<file path="config.mk">
export PLATFORM = sky130hd
export DESIGN_NAME = rr_bus_arbiter16_flat
export DESIGN_NICKNAME = d
export VERILOG_FILES = /design/src/rtl/rr_bus_arbiter16_if.sv /design/src/rtl/rr_bus_arbiter16.sv /design/src/flat_wrapper.sv
export SDC_FILE = /design/constraint.sdc
export NUM_CORES = 1
export LEC_CHECK = 0
export ABC_AREA = 1
export CELL_PAD_IN_SITES_DETAIL_PLACEMENT = 0
export CELL_PAD_IN_SITES_GLOBAL_PLACEMENT = 1
export CORE_MARGIN = 2
export CORE_UTILIZATION = 37
export CTS_BUF_LIST = sky130_fd_sc_hd__clkbuf_2 sky130_fd_sc_hd__clkbuf_4 sky130_fd_sc_hd__clkbuf_8
export CTS_CLUSTER_DIAMETER = 100
export DETAILED_ROUTE_END_ITERATION = 6
export GPL_TIMING_DRIVEN = 0
export PLACE_DENSITY = 0.9
export SLEW_MARGIN = 5
export SYNTH_ARGS = -nofsm -noshare
export SYNTH_HDL_FRONTEND = slang
export SYNTH_SLANG_ARGS = --single-unit
</file>
<file path="constraint.sdc">
create_clock -name clk -period 3.62 [get_ports clk]
set_clock_uncertainty 0.05 [all_clocks]
set_input_delay 0.724 -clock clk [delete_from_list [all_inputs] [get_ports clk]]
set_output_delay 0.724 -clock clk [all_outputs]
set_load 0.02 [all_outputs]
</file>
<file path="src/rtl/rr_bus_arbiter16_if.sv">
// Request/grant bundle between the 16 requesters and the round-robin arbiter.
interface rr_bus_arbiter16_if;
  logic        en;
  logic [15:0] req;
  logic        last;
  logic [15:0] gnt;
  logic        gnt_valid;
  logic [3:0]  sel;
  logic        timeout;

  modport master (
    output en, req, last,
    input  gnt, gnt_valid, sel, timeout
  );

  modport slave (
    input  en, req, last,
    output gnt, gnt_valid, sel, timeout
  );
endinterface

</file>
<file path="src/rtl/rr_bus_arbiter16.sv">
// Tenure-based round-robin arbiter sharing one mux16_1 datapath between
// 16 requesters. A one-cycle turnaround separates tenures so the registered
// mux select never moves while a grant is active.
module rr_bus_arbiter16 #(
  parameter int unsigned MAX_HOLD = 8
) (
  input logic               clk,
  input logic               rst,
  rr_bus_arbiter16_if.slave bus
);

  typedef enum logic [1:0] {IDLE, GRANT, TURN} state_t;

  localparam int unsigned HOLD_LIM  = (MAX_HOLD == 0) ? 0 : MAX_HOLD - 1;
  localparam logic [7:0]  HOLD_LAST = HOLD_LIM[7:0];

  state_t      state, state_n;
  logic [3:0]  ptr, ptr_n;
  logic [7:0]  cnt, cnt_n;
  logic [15:0] gnt_n;
  logic        valid_n;
  logic [3:0]  sel_n;
  logic        to_n;

  logic [3:0]  win;
  logic        found;
  logic [3:0]  scan_idx;

  logic        by_last, by_drop, by_limit, tenure_end;

  // Rotating priority scan: first requester at or after ptr, wrapping mod 16.
  always_comb begin
    win      = '0;
    found    = 1'b0;
    scan_idx = '0;
    for (int unsigned k = 0; k < 16; k++) begin
      scan_idx = ptr + k[3:0];
      if (!found && bus.req[scan_idx]) begin
        win   = scan_idx;
        found = 1'b1;
      end
    end
  end

  // Tenure end causes; the owner index is always the registered sel.
  always_comb begin
    by_last    = bus.last;
    by_drop    = !bus.req[bus.sel];
    by_limit   = (MAX_HOLD != 0) && (cnt == HOLD_LAST);
    tenure_end = by_last || by_drop || by_limit;
  end

  // Next-state and registered-output computation.
  always_comb begin
    state_n = state;
    ptr_n   = ptr;
    cnt_n   = cnt;
    gnt_n   = bus.gnt;
    valid_n = bus.gnt_valid;
    sel_n   = bus.sel;
    to_n    = 1'b0;
    case (state)
      IDLE, TURN: begin
        if (bus.en && found) begin
          state_n = GRANT;
          gnt_n   = 16'(1) << win;
          valid_n = 1'b1;
          sel_n   = win;
          cnt_n   = '0;
        end else begin
          state_n = IDLE;
          gnt_n   = '0;
          valid_n = 1'b0;
        end
      end
      GRANT: begin
        if (tenure_end) begin
          state_n = TURN;
          gnt_n   = '0;
          valid_n = 1'b0;
          ptr_n   = bus.sel + 4'd1;
          to_n    = by_limit && !by_last && !by_drop;
        end else if (cnt != '1) begin
          // Saturate so an unlimited tenure never wraps the counter.
          cnt_n = cnt + 8'd1;
        end
      end
      default: begin
        state_n = IDLE;
        gnt_n   = '0;
        valid_n = 1'b0;
      end
    endcase
  end

  // State and output registers with asynchronous reset.
  always_ff @(posedge clk or posedge rst) begin
    if (rst) begin
      state         <= IDLE;
      ptr           <= '0;
      cnt           <= '0;
      bus.gnt       <= '0;
      bus.gnt_valid <= 1'b0;
      bus.sel       <= '0;
      bus.timeout   <= 1'b0;
    end else begin
      state         <= state_n;
      ptr           <= ptr_n;
      cnt           <= cnt_n;
      bus.gnt       <= gnt_n;
      bus.gnt_valid <= valid_n;
      bus.sel       <= sel_n;
      bus.timeout   <= to_n;
    end
  end

endmodule

</file>
<file path="src/flat_wrapper.sv">
// flat-port wrapper written by rule: the top's interface ports become plain ports
module rr_bus_arbiter16_flat 
#(
  parameter int unsigned MAX_HOLD = 8
)
  (clk, rst, bus_en, bus_req, bus_last, bus_gnt, bus_gnt_valid, bus_sel, bus_timeout);
  rr_bus_arbiter16_if bus_i ();
  input logic clk;
  input logic rst;
  input wire logic [$bits(bus_i.en)-1:0] bus_en;
  input wire logic [$bits(bus_i.req)-1:0] bus_req;
  input wire logic [$bits(bus_i.last)-1:0] bus_last;
  output wire logic [$bits(bus_i.gnt)-1:0] bus_gnt;
  output wire logic [$bits(bus_i.gnt_valid)-1:0] bus_gnt_valid;
  output wire logic [$bits(bus_i.sel)-1:0] bus_sel;
  output wire logic [$bits(bus_i.timeout)-1:0] bus_timeout;
  assign bus_i.en = bus_en;
  assign bus_i.req = bus_req;
  assign bus_i.last = bus_last;
  assign bus_gnt = bus_i.gnt;
  assign bus_gnt_valid = bus_i.gnt_valid;
  assign bus_sel = bus_i.sel;
  assign bus_timeout = bus_i.timeout;
  rr_bus_arbiter16 #(.MAX_HOLD(MAX_HOLD)) u_core (.clk(clk), .rst(rst), .bus(bus_i));
endmodule
</file>
# ---- Yosys cells after proc, flatten, opt, wreduce, memory -nomap -nowiden
# Index checks and enable logic that the tools add are counted.
# W data, S select, Z words.
dict set report op_classes {
  n_reduce_logical 43
  addsub 17
  n_lt_le_gt_ge 17
  shift 1
  n_eq_ne 8
  n_mux 81
}
# op count
set op_table {}
lappend op_table {{$lt A4 B5 Y1 const B} 17}
lappend op_table {{$bmux W1 S4} 17}
lappend op_table {{$mux W4} 16}
lappend op_table {{$mux W1} 38}
lappend op_table {{$add A4 B4 Y4 const B} 8}
lappend op_table {{$mux W16} 2}
lappend op_table {{$pmux W16 S2} 1}
lappend op_table {{$mux W8} 3}
lappend op_table {{$logic_and A1 B1 Y1} 18}
lappend op_table {{$logic_not A1 Y1} 17}
lappend op_table {{$add A4 B3 Y4 const B} 4}
lappend op_table {{$pmux W8 S2} 1}
lappend op_table {{$shl A1 B4 Y16 const A} 1}
lappend op_table {{$add A4 B1 Y4 const B} 2}
lappend op_table {{$add A4 B2 Y4 const B} 2}
lappend op_table {{$add A8 B1 Y8 const B} 1}
lappend op_table {{$eq A8 B3 Y1 const B} 1}
lappend op_table {{$ne A8 B8 Y1 const B} 1}
lappend op_table {{$ne A2 B1 Y1 const B} 3}
lappend op_table {{$pmux W2 S2} 1}
lappend op_table {{$reduce_and A2 Y1} 2}
lappend op_table {{$reduce_and A4 Y1} 1}
lappend op_table {{$eq A2 B1 Y1 const B} 1}
lappend op_table {{$eq A2 B2 Y1 const B} 1}
lappend op_table {{other kinds (7)} 8}
dict set report word_totals {
  out_inout_bits 22
  input_bits 20
  ff_bits 36
}

# ---- Depth between registers and ports, before layout
# Gate-level depths: netlist of the first run.
dict set report depth {
  ltp_word 51
  ltp_mapped 31
  ltp_nobuf 28
}

# ---- Worst setup path before layout of the first run
# OpenSTA, ideal clock, no wires.
dict set report synth_timing {
  path_kind {register to register}
  startpoint {register u_core.ptr[1]}
  endpoint {register u_core.bus.gnt[0]}
  setup_slack_ns 0.258
  stages_incl_launch_ff 24
  path_buffers 3
  period_less_slack_ns 3.362
  setup_time_ns 0.116
  arrival_ns 3.196
  cell_sequence {dfrtp_1 inv_1 buf_2 ha_1 inv_1 buf_4 nand3_1 nand3_1 nand2_1 nand2_1 nand2_2 nor2_8 nand4_4 nor2_4 nand4_4 nor2_4 nand4_4 nor2_4 nand2_2 o211ai_4 buf_6 nor2_4 nand2_1 nand2_1}
}
dict set report synth_between {
  elab_chain_cells 51
  elab_cells_between_ends 113
  cone_classes {add/sub: 15; shift: 1; mux: 66; reduce/logical: 31}
}
# element line_no
set synth_rtl {}
lappend synth_rtl {{from (decl)} rr_bus_arbiter16.sv:18} ;# logic [3:0] ptr, ptr_n;
lappend synth_rtl {{from (signal assigned)} rr_bus_arbiter16.sv:108} ;# ptr <= ptr_n;
lappend synth_rtl {{parallel branches: the longest is 49 deep, another holds $add A4 B1 Y4} -}
lappend synth_rtl {{$mux W16 (*)} rr_bus_arbiter16.sv:64} ;# if (bus.en && found) begin
lappend synth_rtl {{$pmux W16 S2 (*)} rr_bus_arbiter16.sv:62} ;# case (state)
lappend synth_rtl {{to (signal assigned)} rr_bus_arbiter16.sv:110} ;# bus.gnt <= gnt_n;
lappend synth_rtl {{to (decl)} rr_bus_arbiter16_if.sv:18} ;# output gnt, gnt_valid, sel, timeout
# Every way passes the cells marked *. The select of a mux whose other input is x is not followed.
# A chain may end at the register's enable or synchronous reset.

# ---- Worst setup path in the final report of the first run
dict set report layout_timing {
  startpoint {register u_core.ptr[1]}
  endpoint {register u_core.bus.gnt[2]}
}
# The elaborated chain is that of the path after synthesis.

==> flow_summary_export.csv, run 1 <==
group,metric,value,unit
outcome,status,"finished clean",
cts,cts_tree,"done",
sta,setup_viol,0,
sta,hold_viol,0,
cts,clock_sinks,35,
placement,io_buffer_count,41,
cts,cts_made_buffers,5,
final_layout,multi_input_area,3040,um2
detailed_routing,vias,4497,
worst_setup_path,arrival,3.62,ns
synthesis,ys_seq_elements,35,
sta,period_needed,3.49,ns
synthesis,synthesis.area,3790,um2
floorplanning,die_w,105,um
cts,path_clk_slew,0.07,ns
final_layout,final_common_cell,"nand2_1",
cts,clock_path_buffers,2,
final_layout,fillerInstances,961,
sta,max_slew_margin,0.490,
final_layout,final_cell_mix,"nand2_1 (196), nand3_1 (83), inv_1 (52), buf_4 (43), nor2_1 (40)",
synthesis,yosysUniqueCellTypes,41,
grt,grtUsageTotal,0.217,
sta,maxSlewViolCount,0,
worst_setup_path,regToRegStartpoint,"u_core.ptr[1]",
placement,pre_cts_slack,-0.604,ns
detailed_routing,wirelength,13000,um
worst_hold_path,hp-class,"reg -> reg",
worst_setup_path,crit_path_start,"u_core.ptr[1]",
final_layout,layout-drive-gt1-share,0.276,
sta,worstMarginPinSlew,0.761,ns
flow_run,maxCapViolCount,0,
floorplanning,core_area,9860,um2
floorplanning,fp.dieH,105,um
sta,postLayoutSetupSlackWorst,0.135,ns
floorplanning,initial_core_util,0.384,
worst_setup_path,end_kind,"register",
detailed_routing,dr.pass1.iters,7,
synthesis,syn-num-nets,648,
placement,place_congestion,0.895,
final_layout,antenna_cells,0,
floorplanning,die-area,11100,um2
cts,clk_latency,0.29,ns
sta,rsz0062_at_grt,"true",
grt,grt_max_degree,36,
worst_setup_path,required,3.75,ns
final_layout,nets,741,
worst_hold_path,min-delay-start,"u_core.cnt[7]",
sta,fin_crit_sh,0.963,
detailed_routing,ant_nets,0,
cts,htreeDepth,2,
sta,setup_tns,0,ns
cts,hold_buffers,0,
final_layout,final_cells,846,
synthesis,synth_area_per_cell,6.13,um2
sta,hold_ws,0.431,ns
synthesis,syn_inst,619,
floorplanning,io_pins,42,
synthesis,yosys_warnings,0,
worst_setup_path,start_kind,"register",
final_layout,regArea,877,um2
grt,grt_pass1_vias,4145,
cts,ctsRootBufferMaster,"clkbuf_8",
detailed_routing,routedWlPerCell,15.3,um
placement,dp_cells,793,
detailed_routing,route.detailed.drc,0,
worst_setup_path,cp_max_fo,7,
detailed_routing,vias_per_cell,5.32,
worst_setup_path,crit_type,"reg -> reg",
placement,dp.final_hpwl,9040,um
final_layout,area_growth_syn_to_layout,42.8,%
grt,grt_pass1_wl,19600,um
grt,antenna_found_initial,0,
sta,max_freq,287,MHz
grt,overflow,0,
detailed_routing,drt_iter0_drc,316,
synthesis,ys_seq_area_frac,0.231,
floorplanning,row_count,36,
[worst max-delay path: stages (launching register included)]
cell,delay [ns]
dfrtp_2,0.47
inv_4,0.11
buf_12,0.13
ha_4,0.22
inv_4,0.07
buf_12,0.13
nand3_4,0.09
nand3_4,0.11
nand3_2,0.08
nand2_2,0.11
nand4_1,0.16
nor2_2,0.16
nand4_2,0.12
nor2_2,0.15
nand4_1,0.15
nor2_2,0.22
nand4_4,0.17
inv_2,0.11
buf_4,0.12
nand2_1,0.04
nand4_1,0.09
buf_6,0.14
nor2_4,0.05
nand2_1,0.07
nand2_1,0.05
[cell type report]
cell class,count,share of cell area
inverter,67,0.0494
clock buffer,6,0.0152
clock inverter,2,0.00647
sequential,35,0.162
timing repair buffer,86,0.149
buffer,14,0.0270
multi-input combinational,503,0.561
tap,133,0.0307
[what timing repair did]
item,CTS,global route
endpoints found under the setup margin,29,29
gates cloned,2,2
gates resized for setup,30,113
setup buffers,14,29
pin swaps,8,40
[layer usage]
metal / GRT usage / wire length [um] / up-vias
li1: - / - / 2198
met1: 0.290 / 5460 / 2104
met2: 0.371 / 6410 / 166
met3: 0.0210 / 783 / 29
met4: 0.0610 / 305 / 0
met5: 0 / 0 / -
[state kept, by name, summed over array words and instances, names as in the netlist]
name and count:
u_core.bus.gnt 16, u_core.bus.gnt_valid 1, u_core.bus.sel 4, u_core.bus.timeout 1, u_core.cnt 8, u_core.ptr 4, u_core.state 1
[synth_stat cells, drive strengths merged]
cell type | instances | share of area
nor2 | 65 | 0.083
nor3 | 8 | 0.011
nand4 | 15 | 0.040
ha | 9 | 0.030
clkbuf | 4 | 0.0040
nand3 | 114 | 0.16
a31oi | 1 | 0.0017
clkinv | 4 | 0.0040
o221ai | 2 | 0.0046
a21oi | 4 | 0.0073
xnor2 | 4 | 0.0092
nor3b | 1 | 0.0020
o21a | 1 | 0.0020
xor2 | 10 | 0.023
dfrtp | 35 | 0.23
o22ai | 3 | 0.0066
o21ai | 23 | 0.034
buf | 12 | 0.027
inv | 63 | 0.063
o211ai | 3 | 0.0096
nand3b | 1 | 0.0020
nor4 | 1 | 0.0017
nand2 | 235 | 0.25
or2 | 1 | 0.0017
[stage by stage]
stage          cell area, um2  utilization
2_1_floorplan            3790            -
3_5_place_dp             4370        0.443
5_1_grt                  5420        0.549
3_3_place_gp             4370        0.443
6_report                 5420        0.549
4_1_cts                  4730        0.479
[final timing paths]
| path | to | slack [ns] | depth (start not counted) |
|---|---|---|---|
| max | u_core.bus.gnt[2] | 0.13 | 24 |
| min | u_core.cnt[7] | 0.43 | 2 |
| max reg2reg | u_core.bus.gnt[2] | 0.13 | 24 |
| min reg2reg | u_core.cnt[7] | 0.43 | 2 |
| max in group asynchronous | u_core.ptr[1] | 2.20 | 2 |
| min in group asynchronous | u_core.bus.gnt[6] | 0.83 | 2 |
[logic make-up after synthesis]
kind of cell,Yosys count,synth area share
and+or+nand+nor,441,0.543
buffers and inverters,83,0.0980
AOI/OAI and AO/OA,37,0.0660
DFF,35,0.231
xor gates and xnor gates,14,0.0323
adders and majority gates,9,0.0297
Power of run 1 is not shown: default switching activity piles up to over one toggle a cycle in this logic, so the estimate is an artifact.
==> inputs of run 2 (changes only) <==
--- a/config.mk
+++ b/config.mk
@@ -13,7 +13,7 @@
 export CTS_BUF_LIST = sky130_fd_sc_hd__clkbuf_2 sky130_fd_sc_hd__clkbuf_4 sky130_fd_sc_hd__clkbuf_8
 export CTS_CLUSTER_DIAMETER = 100
 export DETAILED_ROUTE_END_ITERATION = 6
-export GPL_TIMING_DRIVEN = 0
+export GPL_TIMING_DRIVEN = 1
 export PLACE_DENSITY = 0.9
 export SLEW_MARGIN = 5
 export SYNTH_ARGS = -nofsm -noshare
==> flow_summary_export.csv, run 2 (synthesized netlist as in run 1, its figures left out) <==
group,metric,value,unit
grt,met2_usage,0.371,
grt,grt_pass1_wl,20400,um
final_layout,area_growth_syn_to_layout,38.0,%
final_layout,nets,750,
placement,dp.final_hpwl,9910,um
cts,cts_tree,"done",
cts,cts_made_buffers,5,
detailed_routing,dr.pass1.iters,5,
placement,pre_cts_slack,-0.225,ns
worst_setup_path,end_kind,"register",
sta,postLayoutSetupSlackWorst,0.289,ns
cts,clk_latency,0.28,ns
floorplanning,io_pins,42,
cts,htreeDepth,2,
detailed_routing,ant_nets,0,
cts,clock_sinks,35,
placement,placed_cell_area,4730,um2
sta,max_freq,300,MHz
sta,fin_crit_sh,0.920,
sta,period_needed,3.33,ns
cts,clock_path_buffers,2,
sta,setup_viol,0,
cts,ctsRootBufferMaster,"clkbuf_8",
worst_setup_path,cp_max_fo,12,
sta,worstMarginPinSlew,0.564,ns
detailed_routing,vias,4399,
final_layout,reg_top3,"u_core.bus.gnt (16), u_core.cnt (8)",
worst_setup_path,arrival,3.50,ns
final_layout,final_common_cell,"nand2_1",
final_layout,layout-drive-gt1-share,0.253,
worst_setup_path,start_kind,"register",
worst_setup_path,required,3.79,ns
detailed_routing,wirelength,12600,um
detailed_routing,drt_iter0_drc,296,
floorplanning,die_w,105,um
grt,grt_max_degree,36,
grt,grtUsageTotal,0.225,
floorplanning,fp.dieH,105,um
placement,dp_cells,839,
grt,overflow,0,
placement,place_congestion,1.02,
cts,hold_buffers,0,
final_layout,largest_reg_flops,16,
final_layout,top_register,"u_core.bus.gnt",
worst_hold_path,hp-class,"reg -> reg",
detailed_routing,route.detailed.drc,0,
outcome,status,"finished clean",
final_layout,fillerInstances,979,
final_layout,final_cells,855,
grt,busiest_layer,"met2",
grt,antenna_found_initial,0,
final_layout,antenna_cells,0,
final_layout,fin_area,5240,um2
grt,grt_pass1_vias,4270,
floorplanning,row_count,36,
detailed_routing,vias_per_cell,5.15,
floorplanning,die-area,11100,um2
worst_setup_path,crit_type,"reg -> reg",
grt,use_met3,0.0402,
grt,gr-usage-met1,0.302,
detailed_routing,routedWlPerCell,14.7,um
sta,max_slew_margin,0.621,
cts,path_clk_slew,0.07,ns
flow_run,maxCapViolCount,0,
sta,maxSlewViolCount,0,
placement,io_buffer_count,41,
sta,hold_viol,0,
floorplanning,core_area,9860,um2
floorplanning,initial_core_util,0.384,
final_layout,fin_util,0.531,
final_layout,final_cell_mix,"nand2_1 (199), nand3_1 (97), buf_4 (62), inv_1 (57), nor2_1 (40)",
[run 2: worst paths after layout]
path / start / to / slack [ns] / depth (start not counted)
worst max-delay path: u_core.ptr[0] / u_core.bus.gnt[9] / 0.29 / 22
worst min-delay path: u_core.bus.gnt[6] / u_core.bus.gnt[6] / 0.44 / 2
worst max register to register: u_core.ptr[0] / u_core.bus.gnt[9] / 0.29 / 22
worst min register to register: u_core.bus.gnt[6] / u_core.bus.gnt[6] / 0.44 / 2
max in group asynchronous: rst / u_core.ptr[3] / 2.40 / 3
min in group asynchronous: rst / u_core.bus.gnt[14] / 0.79 / 3
[run 2: area by class of cell]
type / instances / area (um2) / area share
repair inverters: 1 / 7.51 / 0.00143
inverters: 67 / 258 / 0.0492
multi-input cells: 501 / 2820 / 0.538
repair buffers: 110 / 1020 / 0.195
clock inverters: 1 / 5.00 / 0.000956
flip-flops and latches: 35 / 877 / 0.168
clock buffers: 7 / 83.8 / 0.0160
well taps: 133 / 166 / 0.0318
[run 2: stage by stage]
step | setup TNS (ns) | hold WS [ns]
2_1_floorplan | 0 | 0.392
3_3_place_gp | -3.66 | 0.416
3_5_place_dp | -4.62 | 0.421
4_1_cts | 0 | 0.441
5_1_grt | -0.138 | 0.469
6_report | 0 | 0.440
[run 2: worst max-delay path, cell delays in order, from the launching register on]
cell and delay (ns):
dfrtp_1 0.42, inv_4 0.05, ha_4 0.32, buf_8 0.16, nand3_1 0.11, nand3_1 0.16, nand3_1 0.11, nand2_2 0.09
nand4_1 0.14, nor2_2 0.17, nand4_2 0.11, nor2_2 0.13, nand4_1 0.14, nor2_2 0.21, nand4_4 0.14, nand2_1 0.10
nand2_1 0.06, nand2_2 0.10, buf_4 0.12, nand2_2 0.06, nor2_1 0.14, nand2_1 0.08, nand2_1 0.07
[run 2: repair_timing]
action / in CTS / in global routing
pin swaps: 0 / 24
setup buffers: 0 / 7
endpoints found under the setup margin: 5 / 28
resized for setup: 3 / 95
cloned: 0 / 1
[run 2: metal layers]
| metal | share of wire | vias to the layer above |
|---|---|---|
| met5 | 0 | - |
| met4 | 0.022 | 0 |
| met3 | 0.068 | 24 |
| met2 | 0.46 | 143 |
| met1 | 0.45 | 2030 |
| li1 | - | 2202 |
Power of run 2 is left out for the same reason.
==> inputs of run 3 (changes only) <==
==> constraint.sdc (replaced) <==
create_clock -name clk -period 2.7 [get_ports clk]
set_clock_uncertainty 0.05 [all_clocks]
set_input_delay 0.54 -clock clk [delete_from_list [all_inputs] [get_ports clk]]
set_output_delay 0.54 -clock clk [all_outputs]
set_load 0.02 [all_outputs]
==> flow_summary_export.csv, run 3 (synthesized netlist as in run 1, its figures left out) <==
group,metric,value,unit
outcome,status,"finished with violations",
outcome,violations,"setup timing",
floorplanning,row_count,36,
worst_setup_path,cp_max_fo,5,
cts,path_clk_slew,0.07,ns
worst_hold_path,min_path_cells,2,
sta,maxSlewViolCount,0,
placement,io_buffer_count,41,
placement,dp.final_hpwl,10300,um
final_layout,top_register,"u_core.bus.gnt",
placement,place_congestion,0.941,
sta,hold_viol,0,
cts,htreeDepth,2,
cts,clk_latency,0.29,ns
floorplanning,die_w,105,um
detailed_routing,route.detailed.drc,0,
worst_setup_path,r2r_slack,-0.72,ns
placement,dp_cells,894,
worst_setup_path,crit_buf_inv,5,
sta,period_needed,3.42,ns
grt,antenna_found_initial,0,
grt,grt_max_degree,36,
worst_setup_path,worstReg2RegEnd,"u_core.bus.gnt[7]",
final_layout,final_common_cell,"nand2_1",
worst_setup_path,path_depth,23,
grt,overflow,0,
final_layout,final_cells,947,
floorplanning,die-area,11100,um2
detailed_routing,routedWlPerCell,15.8,um
floorplanning,core_area,9860,um2
detailed_routing,wirelength,14900,um
final_layout,antenna_cells,0,
worst_hold_path,hold_end,"u_core.bus.gnt[1]",
final_layout,final_cell_mix,"nand2_1 (177), buf_4 (141), nand3_1 (79), inv_1 (53), nand2_2 (41)",
sta,fin_crit_sh,1.27,
detailed_routing,dr.pass1.iters,5,
final_layout,largest_reg_flops,16,
final_layout,reg_top3,"u_core.bus.gnt (16), u_core.cnt (8)",
cts,ctsRootBufferMaster,"clkbuf_8",
worst_hold_path,hp-class,"reg -> reg",
sta,postLayoutSetupSlackWorst,-0.725,ns
final_layout,area_growth_syn_to_layout,66.1,%
cts,clock_sinks,35,
cts,clock_path_buffers,2,
sta,setup_viol,29,
worst_hold_path,min-delay-start,"u_core.bus.gnt[1]",
worst_setup_path,slowest_delay,0.47,ns
worst_setup_path,start_kind,"register",
worst_setup_path,arrival,3.55,ns
sta,rsz0062_at_grt,"true",
grt,grt_pass1_vias,4782,
final_layout,layout-drive-gt1-share,0.405,
sta,max_slew_margin,0.483,
detailed_routing,ant_nets,0,
floorplanning,initial_core_util,0.384,
grt,grtUsageTotal,0.254,
cts,cts_made_buffers,5,
worst_setup_path,required,2.83,ns
worst_setup_path,crit_slowest_cell,"dfrtp_2",
worst_setup_path,rr_worst_depth,23,
worst_setup_path,path_common_cell,"nor2_2",
floorplanning,fp.dieH,105,um
sta,max_freq,292,MHz
worst_setup_path,regToRegStartpoint,"u_core.ptr[1]",
final_layout,nets,842,
worst_setup_path,crit_type,"reg -> reg",
sta,worstMarginPinSlew,0.769,ns
worst_setup_path,path_delay_family,"simple AND/OR/NAND/NOR gates",
floorplanning,io_pins,42,
final_layout,multi_input_area,3180,um2
worst_setup_path,end_kind,"register",
grt,grt_pass1_wl,23000,um
detailed_routing,drt_iter0_drc,416,
final_layout,fillerInstances,779,
detailed_routing,vias_per_cell,5.33,
final_layout,regArea,880,um2
worst_setup_path,path_cells,"inv_4, buf_6, buf_6, ha_4, nand2_4, nand2_4, xor2_2, nand3_2, nand2_2, nand4_1, nor2_2, nand4_2, nor2_2, nand4_1, nor2_2, nand4_4, inv_4, buf_6, nand2_2, nand4_1, nor2_2, nand2_1, nand2_1",
detailed_routing,vias,5047,
flow_run,maxCapViolCount,0,
cts,cts_tree,"done",
## run 3: changes by cell type in the layout (fill, tap and decap cells not counted), sizes merged
cell and change:
clkinv -1, clkdlybuf4s50 +11, nor2 +1, buf +90
clkbuf +1, inv +2, dlymetal6s2s -16, clkinvlp -2
dlygate4sd2 +5, o21ai +1
## run 3: metrics by stage
step           TNS (ns)  cell area, um2  hold WS [ns]  setup WS, ns  utilization
6_report         -19.40            6300         0.430        -0.725        0.639
5_1_grt          -24.52            6300         0.454        -0.906        0.639
4_1_cts          -15.10            5860         0.430        -0.554        0.594
3_5_place_dp     -26.82            5180         0.413        -0.961        0.525
3_3_place_gp     -25.44            5180         0.406        -0.964        0.525
2_1_floorplan    -15.37            3830         0.392        -0.554            -
## run 3: per-layer routing
metal	track usage	share of wire
met1	0.337	0.42
met2	0.426	0.48
met3	0.0383	0.067
met4	0.0790	0.038
met5	0	0
## run 3: worst max path at each step
stage / endpoint / from / slack [ns]
6_report: u_core.bus.gnt[7] / u_core.ptr[1] / -0.72
5_1_grt: u_core.bus.gnt[0] / u_core.ptr[1] / -0.91
4_1_cts: u_core.bus.gnt[8] / u_core.ptr[1] / -0.55
3_5_place_dp: u_core.bus.gnt[8] / bus_req[12] / -0.96
3_3_place_gp: u_core.bus.gnt[5] / bus_req[2] / -0.96
2_1_floorplan: u_core.bus.gnt[4] / u_core.ptr[0] / -0.55
## run 3: what timing repair did
action,4_1_cts,5_1_grt
cloned,4,0
hold buffers,0,0
pin swaps,31,57
endpoints found under the setup margin,29,29
setup buffers,26,19
gates resized for setup,88,94
## run 3: area by class of cell
type / count / share of cell area
inverters: 67 / 0.0443
clock buffers: 8 / 0.0165
repair buffers: 200 / 0.267
well taps: 133 / 0.0264
repair inverters: 1 / 0.000596
flip-flops and latches: 35 / 0.140
multi-input cells: 503 / 0.506
## run 3: worst register-to-register path, delay by kind of cell, from the launching register on
kind / cells / cell delay [ns]
simple gates: 16 / 1.91
buf+inv: 5 / 0.55
flops: 1 / 0.47
xor+xnor: 1 / 0.19
fa+ha+maj: 1 / 0.14
Power of run 3 is left out for the same reason.
